`config.mk`:
```
export PLATFORM = sky130hd
export DESIGN_NAME = sha256_stream_core
export DESIGN_NICKNAME = d
export VERILOG_FILES = /design/src/rtl/upcoin_sha_pkg.sv /design/src/rtl/sha256_round.sv /design/src/rtl/sha256_stream_core.sv
export SDC_FILE = /design/constraint.sdc
export NUM_CORES = 2
export LEC_CHECK = 0
export ABC_AREA = 1
export BUFFER_PORTS_ARGS = -buffer_cell sky130_fd_sc_hd__buf_2
export CORE_MARGIN = 3
export CORE_UTILIZATION = 30
export CTS_CLUSTER_DIAMETER = 40
export DETAILED_ROUTE_END_ITERATION = 16
export GPL_TIMING_DRIVEN = 0
export PLACE_DENSITY = 0.58
export RECOVER_POWER = 50
export SYNTH_ARGS = -nofsm -noshare
export SYNTH_HDL_FRONTEND = slang
export SYNTH_SLANG_ARGS = --single-unit
```
`constraint.sdc`:
```
create_clock -name clk -period 11.44 [get_ports clk]
set_input_delay 0.572 -clock clk [delete_from_list [all_inputs] [get_ports clk]]
set_output_delay 0.572 -clock clk [all_outputs]
set_load 0.03 [all_outputs]
```
`src/rtl/upcoin_sha_pkg.sv`:
```
// Shared constants and round primitives for the uPcoin SHA-256 stream core.
package upcoin_sha_pkg;

    typedef logic [1:0] sha_state_t;

    localparam sha_state_t StIdle  = 2'd0;
    localparam sha_state_t StRound = 2'd1;
    localparam sha_state_t StFinal = 2'd2;
    localparam sha_state_t StOut   = 2'd3;

    localparam logic [255:0] SHA256_IV = {
        32'h6a09e667, 32'hbb67ae85, 32'h3c6ef372, 32'ha54ff53a,
        32'h510e527f, 32'h9b05688c, 32'h1f83d9ab, 32'h5be0cd19
    };

    localparam logic [31:0] SHA256_K [64] = '{
        32'h428a2f98, 32'h71374491, 32'hb5c0fbcf, 32'he9b5dba5,
        32'h3956c25b, 32'h59f111f1, 32'h923f82a4, 32'hab1c5ed5,
        32'hd807aa98, 32'h12835b01, 32'h243185be, 32'h550c7dc3,
        32'h72be5d74, 32'h80deb1fe, 32'h9bdc06a7, 32'hc19bf174,
        32'he49b69c1, 32'hefbe4786, 32'h0fc19dc6, 32'h240ca1cc,
        32'h2de92c6f, 32'h4a7484aa, 32'h5cb0a9dc, 32'h76f988da,
        32'h983e5152, 32'ha831c66d, 32'hb00327c8, 32'hbf597fc7,
        32'hc6e00bf3, 32'hd5a79147, 32'h06ca6351, 32'h14292967,
        32'h27b70a85, 32'h2e1b2138, 32'h4d2c6dfc, 32'h53380d13,
        32'h650a7354, 32'h766a0abb, 32'h81c2c92e, 32'h92722c85,
        32'ha2bfe8a1, 32'ha81a664b, 32'hc24b8b70, 32'hc76c51a3,
        32'hd192e819, 32'hd6990624, 32'hf40e3585, 32'h106aa070,
        32'h19a4c116, 32'h1e376c08, 32'h2748774c, 32'h34b0bcb5,
        32'h391c0cb3, 32'h4ed8aa4a, 32'h5b9cca4f, 32'h682e6ff3,
        32'h748f82ee, 32'h78a5636f, 32'h84c87814, 32'h8cc70208,
        32'h90befffa, 32'ha4506ceb, 32'hbef9a3f7, 32'hc67178f2
    };

    function automatic logic [31:0] rotr(input logic [31:0] x, input int unsigned n);
        return (x >> n) | (x << (32 - n));
    endfunction

    function automatic logic [31:0] ch(input logic [31:0] x, y, z);
        return (x & y) ^ (~x & z);
    endfunction

    function automatic logic [31:0] maj(input logic [31:0] x, y, z);
        return (x & y) ^ (x & z) ^ (y & z);
    endfunction

    function automatic logic [31:0] big_sigma0(input logic [31:0] x);
        return rotr(x, 2) ^ rotr(x, 13) ^ rotr(x, 22);
    endfunction

    function automatic logic [31:0] big_sigma1(input logic [31:0] x);
        return rotr(x, 6) ^ rotr(x, 11) ^ rotr(x, 25);
    endfunction

    function automatic logic [31:0] small_sigma0(input logic [31:0] x);
        return rotr(x, 7) ^ rotr(x, 18) ^ (x >> 3);
    endfunction

    function automatic logic [31:0] small_sigma1(input logic [31:0] x);
        return rotr(x, 17) ^ rotr(x, 19) ^ (x >> 10);
    endfunction

endpackage

```
`src/rtl/sha256_round.sv`:
```
// One combinational SHA-256 compression round; working variables packed a (MSB) .. h (LSB).
module sha256_round
    import upcoin_sha_pkg::*;
(
    input  logic [255:0] state_i,
    input  logic [31:0]  w_i,
    input  logic [31:0]  k_i,
    output logic [255:0] state_o
);

    logic [31:0] a, b, c, d, e, f, g, h;
    logic [31:0] t1, t2;

    assign {a, b, c, d, e, f, g, h} = state_i;

    assign t1 = h + big_sigma1(e) + ch(e, f, g) + k_i + w_i;
    assign t2 = big_sigma0(a) + maj(a, b, c);

    assign state_o = {t1 + t2, a, b, c, d + t1, e, f, g};

endmodule

```
`src/rtl/sha256_stream_core.sv`:
```
// SHA-256 block engine: chains H across framed blocks, R rounds per clock, registered digest out.
module sha256_stream_core
    import upcoin_sha_pkg::*;
#(
    parameter int unsigned ROUNDS_PER_CYCLE = 1,
    parameter bit          MIDSTATE_EN      = 1'b0
) (
    input  logic         clk,
    input  logic         reset_n,
    input  logic         blk_valid,
    output logic         blk_ready,
    input  logic [511:0] blk_data,
    input  logic         blk_first,
    input  logic         blk_last,
    input  logic         iv_sel,
    input  logic [255:0] iv_in,
    output logic         digest_valid,
    input  logic         digest_ready,
    output logic [255:0] digest,
    output logic         busy
);

    localparam int         R     = int'(ROUNDS_PER_CYCLE);
    localparam logic [5:0] TLast = 6'(64 - R);

    if (!(R == 1 || R == 2 || R == 4)) begin : g_bad_rounds
        $error("ROUNDS_PER_CYCLE must be 1, 2 or 4");
    end

    sha_state_t         state_q, state_d;
    logic [5:0]         t_q, t_d;
    logic [15:0][31:0]  w_q, w_d;
    logic [255:0]       v_q, v_d;
    logic [255:0]       h_q, h_d;
    logic [255:0]       digest_q, digest_d;
    logic               last_q, last_d;

    // wx[0..15] is the live window; wx[16..] are the R words appended this cycle.
    logic [31:0] wx [16 + R];

    always_comb begin
        for (int i = 0; i < 16; i++) begin
            wx[i] = w_q[i];
        end
        for (int i = 16; i < 16 + R; i++) begin
            wx[i] = small_sigma1(wx[i - 2]) + wx[i - 7] + small_sigma0(wx[i - 15]) + wx[i - 16];
        end
    end

    for (genvar r = 0; r < R; r++) begin : g_round
        logic [255:0] st_in, st_out;
        if (r == 0) begin : g_head
            assign st_in = v_q;
        end else begin : g_link
            assign st_in = g_round[r - 1].st_out;
        end
        sha256_round u_round (
            .state_i (st_in),
            .w_i     (wx[r]),
            .k_i     (SHA256_K[t_q + 6'(r)]),
            .state_o (st_out)
        );
    end

    always_comb begin
        state_d  = state_q;
        t_d      = t_q;
        w_d      = w_q;
        v_d      = v_q;
        h_d      = h_q;
        last_d   = last_q;
        digest_d = digest_q;
        case (state_q)
            StIdle: begin
                if (blk_valid) begin
                    if (blk_first) begin
                        h_d = (MIDSTATE_EN && iv_sel) ? iv_in : SHA256_IV;
                    end
                    v_d = h_d;
                    for (int i = 0; i < 16; i++) begin
                        w_d[i] = blk_data[511 - 32 * i -: 32];
                    end
                    last_d  = blk_last;
                    t_d     = '0;
                    state_d = StRound;
                end
            end
            StRound: begin
                v_d = g_round[R - 1].st_out;
                for (int i = 0; i < 16; i++) begin
                    w_d[i] = wx[i + R];
                end
                t_d = t_q + 6'(R);
                if (t_q == TLast) begin
                    state_d = StFinal;
                end
            end
            StFinal: begin
                for (int i = 0; i < 8; i++) begin
                    h_d[32 * i +: 32] = h_q[32 * i +: 32] + v_q[32 * i +: 32];
                end
                if (last_q) begin
                    digest_d = h_d;
                    state_d  = StOut;
                end else begin
                    state_d = StIdle;
                end
            end
            StOut: begin
                if (digest_ready) begin
                    state_d = StIdle;
                end
            end
            default: state_d = StIdle;
        endcase
    end

    always_ff @(posedge clk or negedge reset_n) begin
        if (!reset_n) begin
            state_q  <= StIdle;
            t_q      <= '0;
            w_q      <= '0;
            v_q      <= '0;
            h_q      <= SHA256_IV;
            digest_q <= '0;
            last_q   <= 1'b0;
        end else begin
            state_q  <= state_d;
            t_q      <= t_d;
            w_q      <= w_d;
            v_q      <= v_d;
            h_q      <= h_d;
            digest_q <= digest_d;
            last_q   <= last_d;
        end
    end

    assign blk_ready    = (state_q == StIdle);
    assign digest_valid = (state_q == StOut);
    assign busy         = (state_q != StIdle);
    assign digest       = digest_q;

endmodule

```
[Word-level counts from Yosys, hierarchy flattened]
Memories as Yosys holds them, arrays and structs flattened.
Index checks and enable logic that the tools add are counted.
Cells by class
  muxes and demuxes: 15
  order comparisons: 1
  add/subtract/negate cells: 19
  eq/ne operators: 7
  bitwise gates (word level): 28
  reduce and logical (&&, ||, !) cells: 9
Operator list (count)
  256-bit one-hot mux with 2 select lines: 2
  512-bit one-hot mux with 2 select lines: 1
  32-bit adder: 18
  256-bit 2-to-1 mux: 2
  512-bit 2-to-1 mux: 1
  32-bit bitwise XOR: 9
  32-bit bitwise AND: 5
  32-bit 2-to-1 mux: 2
  32-bit NOT: 1
  10-bit by 32-bit OR with 32-bit output: 1
  13-bit by 32-bit OR with 32-bit output: 1
  14-bit by 32-bit OR with 32-bit output: 1
  15-bit by 32-bit OR with 32-bit output: 1
  19-bit by 32-bit OR with 32-bit output: 1
  21-bit by 32-bit OR with 32-bit output: 1
  25-bit by 32-bit OR with 32-bit output: 1
  26-bit by 32-bit OR with 32-bit output: 1
  30-bit by 32-bit OR with 32-bit output: 1
  7-bit by 32-bit OR with 32-bit output: 1
  32-bit by 22-bit bitwise XOR with 32-bit output: 1
  32-bit by 29-bit bitwise XOR with 32-bit output: 1
  6-bit one-hot mux with 2 select lines: 1
  2-bit 2-to-1 mux: 4
  2-bit one-hot mux with 4 select lines: 1
  13 further kinds: 20
Storage, ports and cells
  register bits after elaboration: 1289
  memory bits (read-only): 2048
  logic and storage cells: 102
  input bits: 775
  memories: 1
Memory list
  (name not given): depth 64, width 32, read ports 1, clocked after Yosys merged registers in 0, wr ports 0, RTL line sha256_stream_core.sv:60  | .k_i (SHA256_K[t_q + 6'(r)]),

[Longest topological paths before layout]
  depth in word-level cells: 9
  gate-level depth with buffers: 44

[Modules after synthesis]
Synthesis repeated with hierarchy kept, for this count alone.
Second synthesis, totals
  cell total of the unflattened synthesis: 14095
  area, all modules: 96916.7 um2
By module, submodules not included
  sha256_stream_core: cells an instance 12266, instances 1, area each 84546.1 um2
  sha256_round: cells an instance 1829, instances 1, area each 12370.6 um2

[Worst setup path after synthesis]
No wires, ideal clock.
  path type: flip-flop to flip-flop
  start point: register t_q[0]
  end point: register v_q[251], in the netlist g_round[0].st_in[251]
  data arrival time: 6.332 ns
  clock period less this slack: 6.394 ns
  path buffers: 1
  library setup time: 0.063 ns
  slack: 5.046 ns
  cell stages (with the launch flop): 41
  cell sequence: dfrtp_1 -> clkbuf_1 -> inv_1 -> ha_1 -> nor2_1 -> inv_1 -> nand2_1 -> o21ai_0 -> nand3_1 -> nand2_1 -> o22ai_1 -> inv_1 -> fa_1 -> inv_1 -> ha_1 -> inv_1 -> fa_1 -> nand3b_1 -> [5 not listed] -> nand3_1 -> nand3_1 -> nand2_1 -> nand2_1 -> xor2_1 -> inv_1 -> fa_1 -> inv_1 -> ha_1 -> nand2_1 -> nor4_1 -> nand4_1 -> nand3_1 -> nand2_1 -> a21o_1 -> nand3_1 -> nand2_1 -> inv_1
On the way
  word-level cells in the longest chain between the ends: 8
RTL lines
  start: declaration: RTL line sha256_stream_core.sv:31  | logic [5:0] t_q, t_d;
  start signal: assignment: RTL line sha256_stream_core.sv:129  | t_q <= t_d;
  6-bit NOT with 7-bit output (not written as such): RTL line sha256_stream_core.sv:60
  memory read 64 x 32 bit
  32-bit 2-to-1 mux (not written as such) (2 in series): RTL line sha256_stream_core.sv:60
  32-bit adder (2 in series): RTL line sha256_round.sv:16  | assign t1 = h + big_sigma1(e) + ch(e, f, g) + k_i + w_i;
  32-bit adder: RTL line sha256_round.sv:19  | assign state_o = {t1 + t2, a, b, c, d + t1, e, f, g};
  256-bit one-hot mux with 2 select lines: RTL line sha256_stream_core.sv:73  | case (state_q)
  end signal: assignment: RTL line sha256_stream_core.sv:131  | v_q <= v_d;
  end: declaration: RTL line sha256_stream_core.sv:33  | logic [255:0] v_q, v_d;
Every way passes these cells. The select of a mux whose other input is x is not followed.
A chain may end at the register's enable or synchronous reset.

[Worst setup path after layout]
  start point: register t_q[0]
  end point: register v_q[253], in the netlist g_round[0].st_in[253]
Same word-level chain as after synthesis.

==> impl_metrics.env <==
export IMPL_cts_sinks=1289
export IMPL_crit_required_ns=12.23
export IMPL_path_class="reg2reg"
export IMPL_seq_area_frac_synth=0.358
export IMPL_failed_checks="max-capacitance violations, max-slew violations"
export IMPL_syn_nets=13600
export IMPL_endpoint="g_round[0].st_in[253]"
export IMPL_tightestPinTransition_ns=8.46
export IMPL_timing_critical_path_buf_inv=9
export IMPL_max_freq_ghz=0.0934
export IMPL_dp_slack_ns=1.35
export IMPL_die_area_um2=308000
export IMPL_slew_headroom=-4.64
export IMPL_crit_path_start_kind="flip-flop"
export IMPL_ys_async_sr_fraction=1.00
export IMPL_holdPathStages=3
export IMPL_final_nets=15000
export IMPL_r2r_start="t_q[0]"
export IMPL_timing_setup_tns_ns=0
export IMPL_cp_arrival_ns=11.49
export IMPL_min_from="blk_data[78]"
export IMPL_avgSynthCellArea_um2=7.42
export IMPL_via_per_inst=5.50
export IMPL_gp_congestion=1.05
export IMPL_fin_util=0.379
export IMPL_cts_htree_levels=5
export IMPL_finalMaxSlewViolations=745
export IMPL_hold_buffers=349
export IMPL_ant_nets=0
export IMPL_min_period_over_period=0.936
export IMPL_hpwl_um=434000
export IMPL_cts_tree="yes"
export IMPL_rr_endpoint="g_round[0].st_in[253]"
export IMPL_start_util=0.303
export IMPL_r2r_slack_ns=0.73
export IMPL_synth_warnings=0
export IMPL_core_area_um2=299000
export IMPL_skew_ns=0.0817
export IMPL_path_delay_family="adder cells"
export IMPL_die_h_um=555
export IMPL_setup_ws_ns=0.731
export IMPL_finalHoldViolCount=0
export IMPL_critPathLaunch="t_q[0]"
export IMPL_grt_max_degree=160
export IMPL_setup_violations_final=0
export IMPL_status="complete, but fails checks"
export IMPL_clockRootBuffer="clkbuf_16"
export IMPL_n_fill_cell=31700
export IMPL_synth_edf_count=0
export IMPL_ctsResizeCount=0
export IMPL_track_usage=0.337
export IMPL_grt_pass1_wl_um=735000
export IMPL_grt_ovfl_total=0
export IMPL_hold_class="in2reg"
export IMPL_regArea_um2=32400
export IMPL_drive_gt1_frac=0.100
export IMPL_synth_cell_types=58
export IMPL_synthesis_area_um2=90500
export IMPL_fin_crit_ns=10.71
export IMPL_drt_initial_drc_count=13300
export IMPL_critPathMaxStageDelay_ns=0.80
export IMPL_rows=200
export IMPL_multi_input_area_um2=48900
export IMPL_ys_ff_latch=1289
export IMPL_antenna_found_initial=95
export IMPL_hold_ws_ns=0.0394
export IMPL_reg2reg_depth=36
export IMPL_fp_dieW_um=555
export IMPL_drc_errors=0
export IMPL_clockBufferDepth=4
export IMPL_synth_top_flop_cell="dfrtp_1"
export IMPL_vias=98200
export IMPL_routed_wirelength_um=541000
export IMPL_ioPinCount=1034
export IMPL_syn_instance_count=12200
export IMPL_postCtsSetupBuffers=0
export IMPL_wl_per_cell_um=30.3
export IMPL_cp_end_kind="flip-flop"
export IMPL_port_buffers=775
export IMPL_cts_buffers=291
export IMPL_critical_path_slowest_cell="xor2_1"
export IMPL_worst_path_stages=36
export IMPL_path_max_fanout=10
export IMPL_cap_viol_max_count=19
export IMPL_clkTransAtPathRegs_ns=0.05
export IMPL_rsz0062_at_grt="no"
export IMPL_grt_pass1_vias=93400
export IMPL_area_growth_pct=25.1
export IMPL_first_pass_iters=8
export IMPL_insertion_delay_ns=0.92
## how the worst min path moves through the flow
| stage | endpoint | slack, ns |
|---|---|---|
| finish | w_q[430] | 0.04 |
| global route | w_q[237] | 0.02 |
| CTS | w_q[481] | 0.0003 |
| detailed placement | digest[12] | 0.46 |
| floorplan | digest[0] | 0.28 |
| global placement | digest[172] | 0.46 |
## final cells by class
type / instances / area share
Multi-Input combinational cell: 8528 / 0.432
Sequential cell: 1289 / 0.287
Clock buffer: 374 / 0.0712
Timing Repair Buffer: 1139 / 0.0649
Inverter: 1728 / 0.0573
Tap cell: 3939 / 0.0436
Buffer: 642 / 0.0238
Clock inverter: 159 / 0.0191
Antenna cell: 66 / 0.00146
## worst min-delay path: cells and delay by family
family                 cells  cell delay, ns
AOI/OAI and AO/OA          1            0.09
buffers and inverters      1            0.11
and+or+nand+nor            1            0.13
## kinds of logic after synthesis
logic type      synth area share
simple gates               0.186
fa+ha+maj                 0.0982
xor+xnor                  0.0433
flops                      0.358
compound gates             0.212
buf+inv                    0.101
## synth_stat cells, types with 4 or more instances
cell / instances / area [um2]
or2_2: 13 / 81.3
nand3b_1: 41 / 308
clkbuf_1: 417 / 1570
a22o_1: 29 / 254
o211ai_1: 642 / 4820
nor2_1: 761 / 2860
o221ai_1: 44 / 385
nor3_1: 93 / 465
xor2_1: 217 / 1900
a22oi_1: 6 / 45.0
o21bai_1: 66 / 495
buf_4: 17 / 128
a21oi_1: 518 / 2590
fa_1: 197 / 3940
xnor2_1: 230 / 2010
dfstp_2: 136 / 3570
dfrtp_1: 1153 / 28900
o221a_2: 7 / 78.8
nand2_1: 2868 / 10800
o21ai_0: 1509 / 7550
a31o_2: 12 / 105
a21boi_0: 29 / 218
ha_1: 395 / 4940
o311ai_0: 12 / 105
buf_1: 65 / 244
o21ai_1: 85 / 425
buf_2: 143 / 716
a211oi_1: 9 / 67.6
inv_1: 1718 / 6450
o31ai_1: 50 / 375
o21a_1: 24 / 180
a221oi_1: 5 / 43.8
nor4_1: 15 / 93.8
o21ai_2: 7 / 61.3
o22ai_1: 45 / 282
a21o_1: 64 / 480
nor2_4: 4 / 45.0
a31oi_1: 72 / 450
inv_2: 9 / 33.8
nand3_1: 379 / 1900
o22a_1: 7 / 61.3
nand4_1: 48 / 300
## registers in the layout (all words and copies together), names as in the netlist
signal / cells
g_round.st_in: 256
digest: 256
w_q: 512
state_q: 2
last_q: 1
t_q: 6
h_q: 256
## through the flow
step	std cells	cell area (um2)
6_report	17900	113000
5_1_grt	17800	113000
2_1_floorplan	12200	90500
3_5_place_dp	16900	99700
3_3_place_gp	16900	99300
4_1_cts	17800	113000
## cells in the final DEF (no fill, tap or decap), types with 217 or more instances in the layout
cell / synthesis / layout
a21oi_1: 518 / 518
buf_2: 143 / 663
clkbuf_1: 417 / 700
clkbuf_16: 0 / 299
dfrtp_1: 1153 / 1153
dlygate4sd3_1: 0 / 349
ha_1: 395 / 395
inv_1: 1718 / 1719
nand2_1: 2868 / 2868
nand3_1: 379 / 379
nor2_1: 761 / 764
o211ai_1: 642 / 642
o21ai_0: 1509 / 1509
xnor2_1: 230 / 230
xor2_1: 217 / 217
## metal layers
layer,track usage,routed length [um],part of all wire
met2,0.498,226000,0.42
met3,0.106,61800,0.11
met4,0.221,42900,0.079
met5,0,594,0.0011
met1,0.422,210000,0.39
Power is left out: the tool's default activity adds up to more than one toggle a clock period on the data nets, which glitch-free logic cannot reach.
